[src/rtl/imem_pkg.sv]
// imem_pkg: shared types and constants for the instruction-fetch slice.
//   IMEM_WORDS    : number of 32-bit words in the instruction ROM
//   fetch_state_t : fetch controller states (BOOT, RUN, HALT)
//   fetch_entry_t : one prefetch FIFO entry {pc, instr}
package imem_pkg;

   localparam int IMEM_WORDS = 64;

   typedef enum logic [1:0] {
      BOOT = 2'd0,
      RUN  = 2'd1,
      HALT = 2'd2
   } fetch_state_t;

   typedef struct packed {
      logic [31:0] pc;
      logic [31:0] instr;
   } fetch_entry_t;

endpackage

[src/rtl/fetch_fifo.sv]
// fetch_fifo: small prefetch FIFO holding {pc, instr} entries.
//   clk, rst_n : clock, asynchronous active-low reset
//   flush      : synchronous clear; wins over push and pop
//   push/wdata : write an entry (accepted when not full, or full with a pop)
//   pop        : drop the head entry (ignored when empty)
//   full/empty : occupancy flags
//   head       : current head entry (contents undefined-but-stable when empty)
module fetch_fifo
   import imem_pkg::*;
#(
   parameter int DEPTH = 2
) (
   input  logic         clk,
   input  logic         rst_n,
   input  logic         flush,
   input  logic         push,
   input  fetch_entry_t wdata,
   input  logic         pop,
   output logic         full,
   output logic         empty,
   output fetch_entry_t head
);

   localparam int PTR_W = $clog2(DEPTH);
   localparam int CNT_W = $clog2(DEPTH + 1);
   localparam logic [CNT_W-1:0] FULL_CNT = CNT_W'(DEPTH);

   fetch_entry_t     mem_q [DEPTH];
   fetch_entry_t     mem_d [DEPTH];
   logic [PTR_W-1:0] wr_ptr_q, wr_ptr_d;
   logic [PTR_W-1:0] rd_ptr_q, rd_ptr_d;
   logic [CNT_W-1:0] count_q, count_d;
   logic             push_ok;
   logic             pop_ok;

   assign empty   = (count_q == '0);
   assign full    = (count_q == FULL_CNT);
   assign pop_ok  = pop && !empty;
   assign push_ok = push && (!full || pop_ok);
   assign head    = mem_q[rd_ptr_q];

   always_comb begin
      mem_d    = mem_q;
      wr_ptr_d = wr_ptr_q;
      rd_ptr_d = rd_ptr_q;
      count_d  = count_q;
      if (flush) begin
         wr_ptr_d = '0;
         rd_ptr_d = '0;
         count_d  = '0;
      end else begin
         if (push_ok) begin
            mem_d[wr_ptr_q] = wdata;
            wr_ptr_d        = wr_ptr_q + 1'b1;
         end
         if (pop_ok) begin
            rd_ptr_d = rd_ptr_q + 1'b1;
         end
         case ({push_ok, pop_ok})
            2'b10:   count_d = count_q + 1'b1;
            2'b01:   count_d = count_q - 1'b1;
            default: count_d = count_q;
         endcase
      end
   end

   always_ff @(posedge clk or negedge rst_n) begin
      if (!rst_n) begin
         for (int i = 0; i < DEPTH; i++) begin
            mem_q[i] <= '0;
         end
         wr_ptr_q <= '0;
         rd_ptr_q <= '0;
         count_q  <= '0;
      end else begin
         mem_q    <= mem_d;
         wr_ptr_q <= wr_ptr_d;
         rd_ptr_q <= rd_ptr_d;
         count_q  <= count_d;
      end
   end

endmodule

[src/rtl/imem_fetch_ctrl.sv]
// imem_fetch_ctrl: instruction-fetch controller for the 64-word combinational ROM.
// Owns the ROM address port, fetches sequentially into a prefetch FIFO, serves
// decode with valid/ready, flushes on redirect and time-shares the ROM with a
// debug read port (debug wins on idle fetch slots or after BURST fetches).
//
// Optional build macro: IMEM_FETCH_BOUNDS_EN -- a fetch at or beyond the ROM size
// pushes nothing, raises sticky fault and blocks fetching until a redirect.
// Without it fault stays 0 and fetch addresses alias through the ROM index bits.
//
// Ports:
//   clk, rst_n                    : clock, asynchronous active-low reset
//   imem_a / imem_rd              : ROM byte address out / combinational word in
//   halt                          : pause fetching (HALT state)
//   redirect_valid / redirect_pc  : branch redirect, flushes the FIFO
//   instr_valid/instr/instr_pc    : FIFO head toward decode
//   instr_ready                   : decode accepts head
//   dbg_req / dbg_addr            : debug read request, held until dbg_gnt
//   dbg_gnt                       : combinational grant (ROM serves dbg_addr now)
//   dbg_rdata / dbg_valid         : registered debug data, valid the cycle after grant
//   fault                         : sticky out-of-range fetch flag
//
// state | meaning
// BOOT  | one cycle after reset release, no fetch, no debug grant
// RUN   | fetching whenever the slot is free
// HALT  | no fetching, FIFO drains, debug served immediately
module imem_fetch_ctrl
   import imem_pkg::*;
#(
   parameter int          DEPTH    = 2,
   parameter logic [31:0] RESET_PC = 32'h0000_0000,
   parameter int          BURST    = 4
) (
   input  logic        clk,
   input  logic        rst_n,
   output logic [31:0] imem_a,
   input  logic [31:0] imem_rd,
   input  logic        halt,
   input  logic        redirect_valid,
   input  logic [31:0] redirect_pc,
   output logic        instr_valid,
   output logic [31:0] instr,
   output logic [31:0] instr_pc,
   input  logic        instr_ready,
   input  logic        dbg_req,
   input  logic [31:0] dbg_addr,
   output logic        dbg_gnt,
   output logic [31:0] dbg_rdata,
   output logic        dbg_valid,
   output logic        fault
);

   localparam int          SW         = $clog2(BURST + 1);
   localparam logic [SW-1:0] BURST_CNT = SW'(BURST);
   localparam logic [31:0] RESET_WPC  = {RESET_PC[31:2], 2'b00};

   fetch_state_t  state_q, state_d;
   logic [31:0]   fetch_pc_q, fetch_pc_d;
   logic [SW-1:0] starve_q, starve_d;
   logic          fault_q, fault_d;
   logic          dbg_valid_q, dbg_valid_d;
   logic [31:0]   dbg_rdata_q, dbg_rdata_d;

   logic          fifo_full;
   logic          fifo_empty;
   fetch_entry_t  fifo_head;
   fetch_entry_t  push_entry;
   logic          pop;
   logic          slot_free;
   logic          gnt;
   logic          fetch_go;
   logic          oob;
   logic          push;
   logic          unused_ok;

   // Low address bits are architecturally ignored.
   assign unused_ok = ^{redirect_pc[1:0], dbg_addr[1:0]};

`ifdef IMEM_FETCH_BOUNDS_EN
   assign oob = (fetch_pc_q >= 32'(IMEM_WORDS * 4));
`else
   assign oob = 1'b0;
`endif

   assign pop       = !fifo_empty && instr_ready;
   // Slot availability ignoring debug; a full FIFO is fine if decode frees a spot.
   assign slot_free = (state_q == RUN) && !redirect_valid && (!fifo_full || pop) && !fault_q;
   // Debug takes idle slots for free, and steals a live slot once BURST fetches
   // have gone by with the request pending.
   assign gnt       = dbg_req && (state_q != BOOT) && (!slot_free || (starve_q == BURST_CNT));
   assign fetch_go  = slot_free && !gnt;
   assign push      = fetch_go && !oob;

   assign push_entry = '{pc: fetch_pc_q, instr: imem_rd};

   fetch_fifo #(
      .DEPTH (DEPTH)
   ) u_fifo (
      .clk   (clk),
      .rst_n (rst_n),
      .flush (redirect_valid),
      .push  (push),
      .wdata (push_entry),
      .pop   (pop),
      .full  (fifo_full),
      .empty (fifo_empty),
      .head  (fifo_head)
   );

   assign imem_a      = gnt ? {dbg_addr[31:2], 2'b00} : fetch_pc_q;
   assign instr_valid = !fifo_empty;
   assign instr       = fifo_head.instr;
   assign instr_pc    = fifo_head.pc;
   assign dbg_gnt     = gnt;
   assign dbg_rdata   = dbg_rdata_q;
   assign dbg_valid   = dbg_valid_q;
   assign fault       = fault_q;

   always_comb begin
      state_d = state_q;
      case (state_q)
         BOOT:    state_d = RUN;
         RUN:     if (halt)  state_d = HALT;
         HALT:    if (!halt) state_d = RUN;
         default: state_d = BOOT;
      endcase

      fetch_pc_d = fetch_pc_q;
      if (redirect_valid) begin
         fetch_pc_d = {redirect_pc[31:2], 2'b00};
      end else if (push) begin
         fetch_pc_d = fetch_pc_q + 32'd4;
      end

      fault_d = fault_q;
      if (redirect_valid) begin
         fault_d = 1'b0;
      end else if (fetch_go && oob) begin
         fault_d = 1'b1;
      end

      starve_d = starve_q;
      if (!dbg_req || gnt) begin
         starve_d = '0;
      end else if (fetch_go) begin
         starve_d = starve_q + 1'b1;
      end

      dbg_valid_d = gnt;
      dbg_rdata_d = gnt ? imem_rd : dbg_rdata_q;
   end

   always_ff @(posedge clk or negedge rst_n) begin
      if (!rst_n) begin
         state_q     <= BOOT;
         fetch_pc_q  <= RESET_WPC;
         starve_q    <= '0;
         fault_q     <= 1'b0;
         dbg_valid_q <= 1'b0;
         dbg_rdata_q <= '0;
      end else begin
         state_q     <= state_d;
         fetch_pc_q  <= fetch_pc_d;
         starve_q    <= starve_d;
         fault_q     <= fault_d;
         dbg_valid_q <= dbg_valid_d;
         dbg_rdata_q <= dbg_rdata_d;
      end
   end

endmodule

[config.mk]
export PLATFORM = sky130hd
export DESIGN_NAME = imem_fetch_ctrl
export DESIGN_NICKNAME = d
export VERILOG_FILES = /design/src/rtl/imem_pkg.sv /design/src/rtl/fetch_fifo.sv /design/src/rtl/imem_fetch_ctrl.sv
export SDC_FILE = /design/constraint.sdc
export NUM_CORES = 1
export LEC_CHECK = 0
export ABC_AREA = 1
export BUFFER_PORTS_ARGS = -buffer_cell sky130_fd_sc_hd__buf_4
export CORE_MARGIN = 4
export CORE_UTILIZATION = 45
export DETAILED_ROUTE_END_ITERATION = 6
export PLACE_DENSITY = 0.69
export SLEW_MARGIN = 40
export SYNTH_ARGS = -nofsm -noshare
export SYNTH_HDL_FRONTEND = slang
export SYNTH_SLANG_ARGS = --single-unit
[constraint.sdc]
create_clock -name clk -period 3.3 [get_ports clk]
set_input_delay 0.165 -clock clk [delete_from_list [all_inputs] [get_ports clk]]
set_output_delay 0.165 -clock clk [all_outputs]
set_load 0.01 [all_outputs]
==> impl_results.rst, run 1 <==
.. list-table::
   :header-rows: 1

   * - Metric
     - Value
   * - Status
     - finished, final reports clean
   * - Count of input and output buffers
     - roughly 220
   * - Post-synth top cells
     - sky130_fd_sc_hd__nand2_1, sky130_fd_sc_hd__dfrtp_1, sky130_fd_sc_hd__o21ai_1, sky130_fd_sc_hd__inv_1, sky130_fd_sc_hd__o21ai_0
   * - Number of sinks handled by clock tree synthesis
     - ~200
   * - Post-synth EDFFs
     - 0
   * - Highest ir drop seen on vdd
     - approximately 0.00041 V
   * - Die boundary height
     - ~150 um
   * - Proportion of power drawn by flip-flops and latches
     - about two fifths
   * - Main combinational cell family by area after synthesis
     - simple AND/OR/NAND/NOR gates
   * - Share of post-route cells with drive strength above 1
     - between 10% and 20%
   * - Number of antenna repair diodes
     - 0
   * - Count of pins over their slew limit
     - 0
   * - Post-synthesis share of cell area spent on full adders, half adders and majority gates
     - 0.392%
   * - Mux share of post-synthesis cell area
     - 0%
   * - Worst-case setup margin in the final layout
     - 535 ps
   * - Via count of the first global-routing pass
     - 8,344
   * - Max-cap violation count
     - 0
   * - 1st-iter DRT viols
     - between 700 and 800
   * - Tcrit/Tclk final
     - 83.8%
   * - Xor and xnor fraction of the mapped netlist area
     - less than 1%
   * - Top post-synthesis cells by area
     - sky130_fd_sc_hd__dfrtp_1, sky130_fd_sc_hd__nand2_1, sky130_fd_sc_hd__o21ai_1, sky130_fd_sc_hd__o21ai_0, sky130_fd_sc_hd__inv_1
   * - Detail Placement HPWL
     - about 18 mm
   * - Clock power frac
     - about a fifth
   * - Max H-tree Level
     - 4
   * - Fraction of the mapped netlist area in compound gates
     - 12.7%
   * - Synth async-reset ratio
     - 100%
   * - Fraction of synthesized cell area taken by the top area cell type
     - between 50% and 60%
   * - Number of buffers inserted to repair setup after CTS
     - 0
   * - Synthesis warning total
     - 0
   * - Accumulated negative setup slack
     - 0 ps
   * - Cell taking the most area after synthesis
     - sky130_fd_sc_hd__dfrtp_1
   * - TritonCTS clock tree
     - yes
   * - Master cell of the clock root buffer
     - sky130_fd_sc_hd__clkbuf_16
   * - CP max stage cell
     - sky130_fd_sc_hd__clkinv_2
   * - Largest clock skew in the final design
     - ~11 ps
   * - Chain of cells forming the critical path
     - inv_2 -> nand3_1 -> nor2_2 -> nand2_1 -> nand2_2 -> clkinv_2 -> o21ai_0 -> buf_4
   * - Category of the worst setup path capture point
     - primary output
   * - Total of flip-flops plus latches after synthesis
     - a little under 200
   * - Peak clock frequency supported by timing
     - between 300 and 400 MHz
   * - DRC violation count after routing
     - 0
   * - Die span in x
     - 154 um
   * - Hold Path Class
     - in2reg
   * - Instance count after placement with tap cells included
     - between 1,500 and 2,000
   * - FF+latch area
     - about 5000 um2
   * - Placer's final routability congestion estimate
     - 0.896
   * - Cells after synthesis
     - about 1,300
   * - Worst endpoint required time
     - 3130 ps
   * - Relative contribution of combinational cells to total power
     - between 40% and 50%
   * - 1st-pass router iterations
     - 5
   * - Final Hold Violating Endpoints
     - 0
   * - CP Class
     - reg2out
   * - Leading register cell type out of synthesis
     - sky130_fd_sc_hd__dfrtp_1
   * - Finish-stage setup viols
     - 0
   * - Min cycle time layout
     - between 2000 and 3000 ps
   * - Placeable core area
     - 21,000 um2
   * - Design internal power
     - approximately 6.2 mW
   * - Final Instance Count excl. Fillers
     - between 1,500 and 2,000
   * - Detail-routed net length per standard cell
     - about 15 um
   * - Starting Density
     - 45.7%
   * - Fin Hold WS
     - roughly 9.9 ps
   * - Remaining global-route overflow
     - 0
   * - Simple-gate portion of the synthesized area
     - ~28%
   * - Die outline area
     - ~24,000 um2
   * - Transition at the pin with the smallest max-transition slack
     - just over 700 ps
   * - Minimum setup slack after placement
     - roughly 900 ps
   * - Switching power
     - just under 4 mW
   * - Netlist area before placement
     - 9580 um2
   * - Filler Cell Count
     - 2,026
   * - Remaining max-slew budget at the tightest pin
     - roughly half
   * - CP startpoint kind
     - flip-flop
   * - Longest individual stage delay on the worst path
     - 530 ps
   * - Initial antenna violation count
     - 0
   * - Net total in the final layout
     - roughly 1,600
   * - Number of vias in the routed layout
     - 8,798
   * - Global routing usage summed across all routing layers
     - ~22%
   * - Power per standard cell area
     - 846 nW/um2
   * - Switching part of the total power
     - 39.0%
   * - Largest net degree at the start of global routing
     - between 90 and 100
   * - P&R area growth vs syn
     - 25.5%
   * - Crit path DAT
     - 2600 ps
   * - Cell with the most instances after synthesis
     - sky130_fd_sc_hd__nand2_1
   * - Largest buffer count on any clock path
     - 2
   * - Unrepaired setup endpoints after global routing
     - false
   * - Number of different library cells in the post-synthesis netlist
     - 30
   * - IO Pins
     - about 230
   * - Number of buffers added by the clock tree synthesis step
     - 17
   * - Clock latency of the later-clocked register in the worst-skew pair
     - 430 ps
   * - Register area share after synthesis
     - about half
   * - Combined area of the multi-input logic cells
     - about 4000 um2
   * - Post-Synthesis Mean Instance Area
     - 7.54 um2
   * - Pleak
     - between 6 and 7 nW
   * - DRT Wirelength
     - 25.9 mm
   * - Maximum net fanout on the critical path
     - 62
   * - Remaining number of nets flagged by the antenna check after routing
     - 0
   * - Row cnt
     - 53
   * - Clock-pin slew on the worst setup and hold paths
     - 70 ps
   * - Global-route wire length before repair
     - 42.9 mm
   * - Vias per cell
     - approximately 5.0
## cells by family after synthesis
| kind of cell | count (synthesis) |
|---|---|
| buffers and inverters | 157 |
| DFF | 196 |
| AOI/OAI and AO/OA | 231 |
| and+or+nand+nor | 680 |
| adders and majority gates | 3 |
| xor gates and xnor gates | 3 |
| other | 1 |
## sequential cells by signal, indices dropped and copies added, names as in the netlist
name             cells
u_fifo.mem_q       124
dbg_rdata           32
fetch_pc_q          30
starve_q             3
state_q              2
u_fifo.count_q       2
dbg_valid            1
u_fifo.rd_ptr_q      1
u_fifo.wr_ptr_q      1
## placed cells by master, fill, tap and decap left out, types with 6 or more instances in the layout
master	n
sky130_fd_sc_hd__o211ai_1	6
sky130_fd_sc_hd__dlygate4sd3_1	12
sky130_fd_sc_hd__a21oi_1	12
sky130_fd_sc_hd__nand3_1	45
sky130_fd_sc_hd__o21ai_2	6
sky130_fd_sc_hd__clkbuf_16	17
sky130_fd_sc_hd__dfrtp_1	195
sky130_fd_sc_hd__nor2_1	66
sky130_fd_sc_hd__buf_4	239
sky130_fd_sc_hd__inv_1	83
sky130_fd_sc_hd__o21ai_1	128
sky130_fd_sc_hd__clkinv_4	6
sky130_fd_sc_hd__nand2_1	555
sky130_fd_sc_hd__o21ai_0	73
## critical path: cells and delay by family (launching register included)
family	cells	cell delay (ps)
buffers and inverters	3	770
and+or+nand+nor	4	550
AOI/OAI and AO/OA	1	420
DFF	1	390
## stage by stage
| step | area (um2) | power, mW | utilization, % |
|---|---|---|---|
| after floorplan | 9600 | 6.36 | - |
| after global placement | 11300 | 8.19 | 54.1 |
| after detailed placement | 11300 | 8.29 | 54.1 |
| after CTS | 12000 | 10.3 | 57.3 |
| after global routing | 12000 | 11.0 | 57.4 |
| final | 12000 | 10.2 | 57.4 |
## per-layer routing
layer  track usage (%)  wire length [um]
met5                 0                 0
met4              7.61               661
met3              4.00              1490
met2              34.6             11900
met1              31.1             11800
## power groups by stage
| stage | clock (mW) | combinational (mW) | sequential [mW] |
|---|---|---|---|
| 5_1_grt | 2.11 | 4.76 | 4.13 |
| 6_report | 1.95 | 4.24 | 3.99 |
| 3_3_place_gp | 0 | 4.20 | 3.99 |
| 2_1_floorplan | 0 | 2.37 | 3.99 |
| 3_5_place_dp | 0 | 4.27 | 4.02 |
| 4_1_cts | 2.00 | 4.30 | 3.98 |
## final cells by class
| class | count | area share, % |
|---|---|---|
| Sequential cell | 196 | 40.8 |
| Multi-Input combinational cell | 922 | 32.9 |
| Timing Repair Buffer | 252 | 16.1 |
| Clock buffer | 18 | 3.57 |
| Tap cell | 275 | 2.86 |
| Inverter | 89 | 2.79 |
| Clock inverter | 14 | 1.01 |
## timing repair
item | CTS | global route
gates resized for setup | 0 | 0
setup endpoints to repair | 0 | 0
hold endpoints to repair | 105 | 0
hold buffers | 12 | 0
## final timing paths
kind,start,to,slack [ps],cells after the start
setup / recovery,state_q[1],imem_a[27],530,8
hold / removal,imem_rd[29],u_fifo.mem_q[29],10,3
setup reg to reg,starve_q[0],u_fifo.mem_q[43],870,9
hold reg to reg,u_fifo.mem_q[98],u_fifo.mem_q[98],490,2
max in group asynchronous,rst_n,u_fifo.mem_q[127],2130,3
min in group asynchronous,rst_n,dbg_rdata[15],320,2
Power figures use the tool's default switching activity.
==> run 2: changes to the inputs <==
--- a/config.mk
+++ b/config.mk
@@ -5,7 +5,7 @@
 export SDC_FILE = /design/constraint.sdc
 export NUM_CORES = 1
 export LEC_CHECK = 0
-export ABC_AREA = 1
+export ABC_AREA = 0
 export BUFFER_PORTS_ARGS = -buffer_cell sky130_fd_sc_hd__buf_4
 export CORE_MARGIN = 4
 export CORE_UTILIZATION = 45
==> constraint.sdc (replaced) <==
create_clock -name clk -period 2.6 [get_ports clk]
set_input_delay 0.13 -clock clk [delete_from_list [all_inputs] [get_ports clk]]
set_output_delay 0.13 -clock clk [all_outputs]
set_load 0.01 [all_outputs]
==> run 2 against run 1 <==
Clock skew about the same. Synthesized cell count fell by 44%. Setup slack lost 450 ps. Worst hold slack better by 14 ps. First-iteration DRC count fell by 61%. Die area shrank 2.9%. Clock-buffer cell count grew 1. Critical path type unchanged. Largest power group unchanged.
==> impl_results.rst, run 2 <==
.. list-table::
   :header-rows: 1

   * - Metric
     - Value
   * - Row cnt
     - 52 (-1.9%)
   * - Peak clock frequency supported by timing
     - ~400 MHz
   * - Detail-routed net length per standard cell
     - 17.8 um (+21%)
   * - Instance count after placement with tap cells included
     - 1,173 (-32%)
   * - Area post-placement
     - 11,200 um2 (-0.82%)
   * - Unrepaired setup endpoints after global routing
     - true
   * - Register area share after synthesis
     - 52.8% (+1.6 points)
   * - Source of the worst register-to-register timing path
     - u_fifo.count_q[0]
   * - DRT Wirelength
     - 22.6 mm (-13%)
   * - Hold Path Class
     - in2reg
   * - Largest register FFs
     - 124 (unchanged)
   * - Remaining max-slew budget at the tightest pin
     - 63.6% (+12 points)
   * - Post-synth EDFFs
     - 0 (unchanged)
   * - Reg2Reg Depth
     - 8 (-1)
   * - Min cycle time layout
     - 2510 ps
   * - Die outline area
     - 23,000 um2 (-2.9%)
   * - Count of input and output buffers
     - 224 (unchanged)
   * - Net total in the final layout
     - 1,095 (-31%)
   * - Die boundary height
     - 152 um (-1.4%)
   * - Synth async-reset ratio
     - 100% (unchanged)
   * - P&R area growth vs syn
     - 35.9%
   * - Number of sinks handled by clock tree synthesis
     - 196 (unchanged)
   * - Transition at the pin with the smallest max-transition slack
     - 545 ps (-182 ps)
   * - 1st-iter DRT viols
     - 288 (-61%)
   * - FF+latch area
     - 4910 um2 (unchanged)
   * - Number of different library cells in the post-synthesis netlist
     - 50 (+67%)
   * - Largest net degree at the start of global routing
     - 60 (-39%)
   * - Vias per cell
     - 5.19 (+4.2%)
   * - Worst endpoint required time
     - 2470 ps (-660 ps)
   * - Max H-tree Level
     - 4 (unchanged)
   * - Highest ir drop seen on vdd
     - 0.000544 V (+33%)
   * - Most common library cell in the layout ignoring fill and taps
     - sky130_fd_sc_hd__buf_4
   * - Fraction of synthesized cell area taken by the top area cell type
     - 52.8% (+1.6 points)
   * - Global-route wire length before repair
     - 36.5 mm (-15%)
   * - Initial antenna violation count
     - 0 (unchanged)
   * - Post-synth top cells
     - sky130_fd_sc_hd__mux2_2, sky130_fd_sc_hd__dfrtp_1, sky130_fd_sc_hd__nand2_1, sky130_fd_sc_hd__o21ai_0, sky130_fd_sc_hd__nor2_1
   * - Die span in x
     - 152 um (-1.4%)
   * - Leading register cell type out of synthesis
     - sky130_fd_sc_hd__dfrtp_1
   * - Tcrit/Tclk final
     - between 90% and 100%
   * - Final Hold Violating Endpoints
     - 0 (unchanged)
   * - Combined area of the multi-input logic cells
     - 4070 um2 (+2.9%)
   * - Top post-synthesis cells by area
     - sky130_fd_sc_hd__dfrtp_1, sky130_fd_sc_hd__mux2_2, sky130_fd_sc_hd__nand2_1, sky130_fd_sc_hd__o21ai_0, sky130_fd_sc_hd__mux2_1
   * - CP startpoint kind
     - flip-flop
   * - Share of the core filled with cells
     - 62.2% (+4.8 points)
   * - TritonCTS clock tree
     - yes
   * - Number of vias in the routed layout
     - 6,603 (-25%)
   * - Pleak
     - 5.57 nW (-11%)
   * - Detail Placement HPWL
     - 14.9 mm (-19%)
   * - Category of the worst setup path capture point
     - primary output
   * - Final Instance Count excl. Fillers
     - 1,272 (-28%)
   * - CP Class
     - reg2out
   * - Max-cap violation count
     - 0 (unchanged)
   * - Post-Synthesis Mean Instance Area
     - 13.1 um2 (+73%)
   * - Total of flip-flops plus latches after synthesis
     - 196 (unchanged)
   * - IO Pins
     - 234 (unchanged)
   * - Reg with most FFs
     - u_fifo.mem_q
   * - DRC violation count after routing
     - 0 (unchanged)
   * - Cell taking the most area after synthesis
     - sky130_fd_sc_hd__dfrtp_1
   * - WHS Endpoint
     - fetch_pc_q[28]
   * - Worst-case setup margin in the final layout
     - 85.6 ps (-449 ps)
   * - Reg-to-Reg End
     - dbg_rdata[4]
   * - Largest buffer count on any clock path
     - 2 (unchanged)
   * - Share of post-route cells with drive strength above 1
     - 52.9% (+33 points)
   * - Power per standard cell area
     - 1080 nW/um2 (+28%)
   * - Remaining global-route overflow
     - 0 (unchanged)
   * - Crit path DAT
     - 2380 ps (-220 ps)
   * - Remaining number of nets flagged by the antenna check after routing
     - 0 (unchanged)
   * - Global routing usage summed across all routing layers
     - 20.1% (-2.0 points)
   * - Hold Crit Start
     - redirect_pc[28]
   * - Minimum setup slack after placement
     - 382 ps (-533 ps)
   * - Finish-stage setup viols
     - 0 (unchanged)
   * - Status
     - finished, final reports clean
   * - Filler Cell Count
     - 1,608 (-21%)
   * - Netlist area before placement
     - 9290 um2 (-3.0%)
   * - Clock latency of the later-clocked register in the worst-skew pair
     - 430 ps (about the same)
   * - 1st-pass router iterations
     - 5 (unchanged)
   * - Number of antenna repair diodes
     - 0 (unchanged)
   * - Count of pins over their slew limit
     - 0 (unchanged)
   * - Placeable core area
     - 20,300 um2 (-3.1%)
   * - Starting Density
     - 45.8% (+0.047 points)
   * - Placer's final routability congestion estimate
     - 0.788 (-12%)
   * - Via count of the first global-routing pass
     - 6,875 (-18%)
   * - Number of buffers added by the clock tree synthesis step
     - 17 (unchanged)
   * - Master cell of the clock root buffer
     - sky130_fd_sc_hd__clkbuf_16
   * - Cells after synthesis
     - 711 (-44%)
   * - Instance count along the most critical hold path
     - 4 (+1)
   * - Maximum net fanout on the critical path
     - 12 (-81%)
   * - Clock-pin slew on the worst setup and hold paths
     - 70 ps (about the same)
   * - Synthesis warning total
     - 0 (unchanged)
   * - Cell with the most instances after synthesis
     - sky130_fd_sc_hd__mux2_2
   * - Largest clock skew in the final design
     - 11.3 ps (-0.112 ps)
   * - Cell area after layout
     - 12,600 um2 (+5.0%)
   * - Register-to-register path setup slack
     - 290 ps (-580 ps)
   * - Most frequent cells in the layout
     - sky130_fd_sc_hd__buf_4, sky130_fd_sc_hd__mux2_2, sky130_fd_sc_hd__dfrtp_1
-- run 2: how the worst max path moves through the flow --
| stage | from | end | slack (ps) | depth (start not counted) |
|---|---|---|---|---|
| 6_report | u_fifo.count_q[0] | imem_a[11] | 90 | 7 |
| 2_1_floorplan | u_fifo.count_q[0] | imem_a[18] | 600 | 7 |
| 3_3_place_gp | u_fifo.count_q[0] | imem_a[14] | 440 | 6 |
| 5_1_grt | u_fifo.count_q[0] | imem_a[29] | -10 | 7 |
| 4_1_cts | u_fifo.count_q[0] | imem_a[11] | 30 | 7 |
| 3_5_place_dp | u_fifo.count_q[1] | imem_a[11] | 380 | 6 |
-- run 2: per-layer routing --
layer | up-vias | global-route usage [%] | share of wire (%)
met5 | - | 0 | 0
met4 | 0 | 6.47 | 1.9
met3 | 29 | 3.84 | 5.2
met2 | 181 | 32.9 | 48
met1 | 3292 | 27.2 | 45
li1 | 3101 | - | -
-- run 2: cell type report --
| cell class | count | share of cell area [%] |
|---|---|---|
| Clock buffer | 19 | 3.51 |
| Clock inverter | 12 | 1.37 |
| Inverter | 11 | 0.327 |
| Multi-Input combinational cell | 455 | 32.2 |
| Sequential cell | 196 | 38.9 |
| Tap cell | 270 | 2.68 |
| Timing Repair Buffer | 309 | 21.0 |
-- run 2: report_power, final --
part	internal (mW)	leakage (nW)	switching [mW]
combinational	3.49	2.94	2.32
clock	1.56	0.292	1.18
sequential	4.37	2.34	0.698
total	9.42	5.57	4.20
-- run 2: repair_timing --
| action | in CTS | in global routing |
|---|---|---|
| endpoints found under the hold margin | 168 | 0 |
| hold buffers | 60 | 0 |
| endpoints found under the setup margin | 26 | 26 |
| gates cloned | 3 | 0 |
| pin swaps | 1 | 1 |
| setup buffers | 5 | 0 |
| resized for setup | 5 | 2 |
-- run 2: kinds of logic (layout without fill, tap and decap cells) --
group	count (synthesis)	count (layout)	synth area share, %
xor+xnor	23	23	2.17
mux	249	249	30.1
compound gates	56	56	3.76
flops	196	196	52.8
buf+inv	64	351	3.81
simple gates	119	119	6.88
other cells	1	5	0.0404
fa+ha+maj	3	3	0.404
-- run 2: through the flow --
stage | hold WS [ps] | power (mW) | setup TNS (ps)
after floorplan | -166 | 8.32 | 0
after global placement | 101 | 10.5 | 0
after detailed placement | 108 | 10.7 | 0
after CTS | 5.65 | 13.8 | 0
after global routing | 6.81 | 14.5 | -68.2
final | 24.3 | 13.6 | 0
-- run 2: critical path, stage by stage, from the launching register on --
cell,delay (ps)
sky130_fd_sc_hd__dfrtp_1,400
sky130_fd_sc_hd__or3b_4,410
sky130_fd_sc_hd__and2_4,180
sky130_fd_sc_hd__a21oi_4,170
sky130_fd_sc_hd__buf_4,150
sky130_fd_sc_hd__buf_12,150
sky130_fd_sc_hd__mux2_2,350
sky130_fd_sc_hd__buf_4,140
==> run 3: changes to the inputs <==
==> constraint.sdc (replaced) <==
create_clock -name clk -period 2.35 [get_ports clk]
set_input_delay 0.1175 -clock clk [delete_from_list [all_inputs] [get_ports clk]]
set_output_delay 0.1175 -clock clk [all_outputs]
set_load 0.01 [all_outputs]
==> run 3 against run 2 <==
The flow now finishes with violations (negative setup slack). Core utilization rose by 2.0 points. Final cell count rose by 1.3%. First-iteration DRC count did not move. Die area did not move. Non-clock buffer count rose by 16. Sequential share of layout area fell by 1.2 points. Combinational power rose by 18%. Critical path type unchanged. Highest routed layer unchanged.
==> impl_results.rst, run 3 (synthesis gave the netlist of run 2 again) <==
.. list-table::
   :header-rows: 1

   * - Metric
     - Value
   * - Category of the worst setup path capture point
     - primary output
   * - Crit path DAT
     - 2320 ps (-60 ps)
   * - DRT Wirelength
     - 24.1 mm (+6.8%)
   * - Final Hold Violating Endpoints
     - 0 (unchanged)
   * - Reg with most FFs
     - u_fifo.mem_q
   * - Unrepaired setup endpoints after global routing
     - true
   * - End point of the critical path
     - imem_a[17]
   * - Dominant delay contributor by cell family on the critical path
     - simple AND/OR/NAND/NOR gates
   * - Largest buffer count on any clock path
     - 2 (unchanged)
   * - TritonCTS clock tree
     - yes
   * - Status
     - finished, violations left
   * - Worst endpoint required time
     - 2230 ps (-240 ps)
   * - Pleak
     - 5.79 nW (+3.9%)
   * - Chain of cells forming the critical path
     - or3b_4 -> and2_4 -> a21oi_4 -> buf_12 -> clkbuf_16 -> mux2_4 -> buf_6
   * - Clock latency of the later-clocked register in the worst-skew pair
     - 430 ps (about the same)
   * - Clock-pin slew on the worst setup and hold paths
     - 70 ps (about the same)
   * - Finish-stage setup viols
     - 26 (+26)
   * - Longest individual stage delay on the worst path
     - 420 ps (about the same)
   * - Crit path from
     - u_fifo.count_q[0]
   * - Largest net degree at the start of global routing
     - 77 (+28%)
   * - Vias per cell
     - 5.25 (+1.1%)
   * - Register-to-register path setup slack
     - 110 ps (-180 ps)
   * - Power per standard cell area
     - 1200 nW/um2 (+11%)
   * - Remaining max-slew budget at the tightest pin
     - 56.9% (-6.8 points)
   * - Die span in x
     - 152 um (unchanged)
   * - Row cnt
     - 52 (unchanged)
   * - Starting Density
     - 45.8% (unchanged)
   * - Source of the worst register-to-register timing path
     - u_fifo.count_q[0]
   * - CP Class
     - reg2out
   * - Largest register FFs
     - 124 (unchanged)
   * - Max H-tree Level
     - 4 (unchanged)
   * - Reg-to-Reg End
     - dbg_rdata[23]
   * - Reg2Reg Depth
     - 7 (-1)
   * - Tcrit/Tclk final
     - 104%
   * - Remaining global-route overflow
     - 0 (unchanged)
   * - Detail Placement HPWL
     - 14.9 mm (about the same)
   * - Number of buffers and inverters on the critical path
     - 3 (unchanged)
   * - Placeable core area
     - 20,300 um2 (unchanged)
   * - CP startpoint kind
     - flip-flop
   * - Share of post-route cells with drive strength above 1
     - 54.9% (+2.0 points)
   * - CP max stage cell
     - sky130_fd_sc_hd__or3b_4
   * - Global-route wire length before repair
     - 37.7 mm (+3.2%)
   * - Number of vias in the routed layout
     - 6,768 (+2.5%)
   * - Remaining number of nets flagged by the antenna check after routing
     - 0 (unchanged)
   * - Initial antenna violation count
     - 1 (+1)
   * - Count of input and output buffers
     - 224 (unchanged)
   * - Sum of internal, switching and leakage power
     - 15.6 mW (+15%)
   * - Transition at the pin with the smallest max-transition slack
     - 647 ps (+102 ps)
   * - Violations in the final reports
     - negative setup slack
   * - DRC violation count after routing
     - 0 (unchanged)
   * - Most common library cell in the layout ignoring fill and taps
     - sky130_fd_sc_hd__mux2_2
   * - Placer's final routability congestion estimate
     - 0.769 (-2.4%)
   * - Min cycle time layout
     - roughly 2400 ps
   * - Hold Path Class
     - in2reg
   * - Max-cap violation count
     - 0 (unchanged)
   * - Global routing usage summed across all routing layers
     - 21.0% (+0.87 points)
   * - Count of pins over their slew limit
     - 0 (unchanged)
   * - Most frequent cells in the layout
     - sky130_fd_sc_hd__mux2_2, sky130_fd_sc_hd__buf_4, sky130_fd_sc_hd__dfrtp_1
   * - Via count of the first global-routing pass
     - 7,173 (+4.3%)
   * - Master cell of the clock root buffer
     - sky130_fd_sc_hd__clkbuf_16
   * - 1st-pass router iterations
     - 4 (-1)
   * - Detail-routed net length per standard cell
     - 18.7 um (+5.4%)
   * - Die outline area
     - 23,000 um2 (unchanged)
   * - Number of buffers added by the clock tree synthesis step
     - 17 (unchanged)
   * - IO Pins
     - 234 (unchanged)
   * - Share of the core filled with cells
     - 64.2% (+2.0 points)
   * - Number of sinks handled by clock tree synthesis
     - 196 (unchanged)
   * - 1st-iter DRT viols
     - 288 (unchanged)
   * - Accumulated negative setup slack
     - -1590 ps (-1590 ps)
   * - Largest clock skew in the final design
     - 9.61 ps (-1.73 ps)
   * - Worst-case setup margin in the final layout
     - -84.8 ps (-170 ps)
   * - Net total in the final layout
     - 1,111 (+1.5%)
   * - Maximum net fanout on the critical path
     - 5 (-7)
   * - Count of cell instances traversed by the critical path
     - 7 (unchanged)
   * - Fin Hold WS
     - 42.8 ps (+18.4 ps)
   * - Peak clock frequency supported by timing
     - between 400 and 500 MHz
   * - P&R area growth vs syn
     - 40.3%
   * - Highest ir drop seen on vdd
     - 0.000570 V (+4.7%)
   * - Die boundary height
     - 152 um (unchanged)
## run 3: changes by cell type in the layout (fill, tap and decap cells not counted), sizes merged
cell,change
buf,+14
bufbuf,-2
bufinv,+1
clkinv,-2
clkinvlp,+2
diode,+1
dlygate4sd3,+3
## run 3: layout make-up
type | instances | area, um2
fillers | 1579 | 7270
flip-flops and latches | 196 | 4910
multi-input cells | 455 | 4190
repair buffers | 325 | 2930
clock buffers | 18 | 429
well taps | 270 | 338
clock inverters | 13 | 198
inverters | 11 | 41.3
diodes | 1 | 2.50
## run 3: worst min-delay path by stage
stage	from	depth (start not counted)	to
after floorplan	rst_n	0	dbg_rdata[0]
after global placement	rst_n	1	dbg_rdata[22]
after detailed placement	rst_n	1	dbg_rdata[22]
after CTS	dbg_req	3	starve_q[1]
after global routing	dbg_req	3	starve_q[0]
final	instr_ready	4	u_fifo.rd_ptr_q
## run 3: metrics by stage
step	worst slack, ps	std cells	area (um2)
2_1_floorplan	367	715	9310
3_3_place_gp	214	1179	11300
3_5_place_dp	189	1179	11300
4_1_cts	-107	1287	13000
5_1_grt	-116	1289	13000
6_report	-84.8	1289	13000
## run 3: worst reg2reg max path: stages (launching register included)
cell and delay [ps]:
sky130_fd_sc_hd__dfrtp_1 390, sky130_fd_sc_hd__or3b_4 420, sky130_fd_sc_hd__and2_4 160, sky130_fd_sc_hd__a21oi_4 170
sky130_fd_sc_hd__buf_6 180, sky130_fd_sc_hd__buf_4 120, sky130_fd_sc_hd__bufbuf_16 320, sky130_fd_sc_hd__mux2_2 370
## run 3: timing repair
| action | 4_1_cts | 5_1_grt |
|---|---|---|
| resized for setup | 65 | 14 |
| hold buffers | 63 | 0 |
| endpoints found under the setup margin | 28 | 31 |
| hold endpoints to repair | 200 | 0 |
| pin swaps | 3 | 6 |
| cloned | 3 | 1 |
| buffers inserted | 11 | 3 |
## run 3: power by group
group          switching, mW  leakage [nW]  internal, mW
Sequential             0.792          2.34          4.83
Combinational           2.72          3.15          4.12
Clock                   1.33         0.289          1.80
## run 3: layer usage
layer  part of all wire, %  GRT usage (%)  routed length [um]
met1                    42           27.5               10200
met2                    49           34.6               11900
met3                   6.1           5.03                1480
met4                   2.2           6.78                 524
met5                     0              0                   0
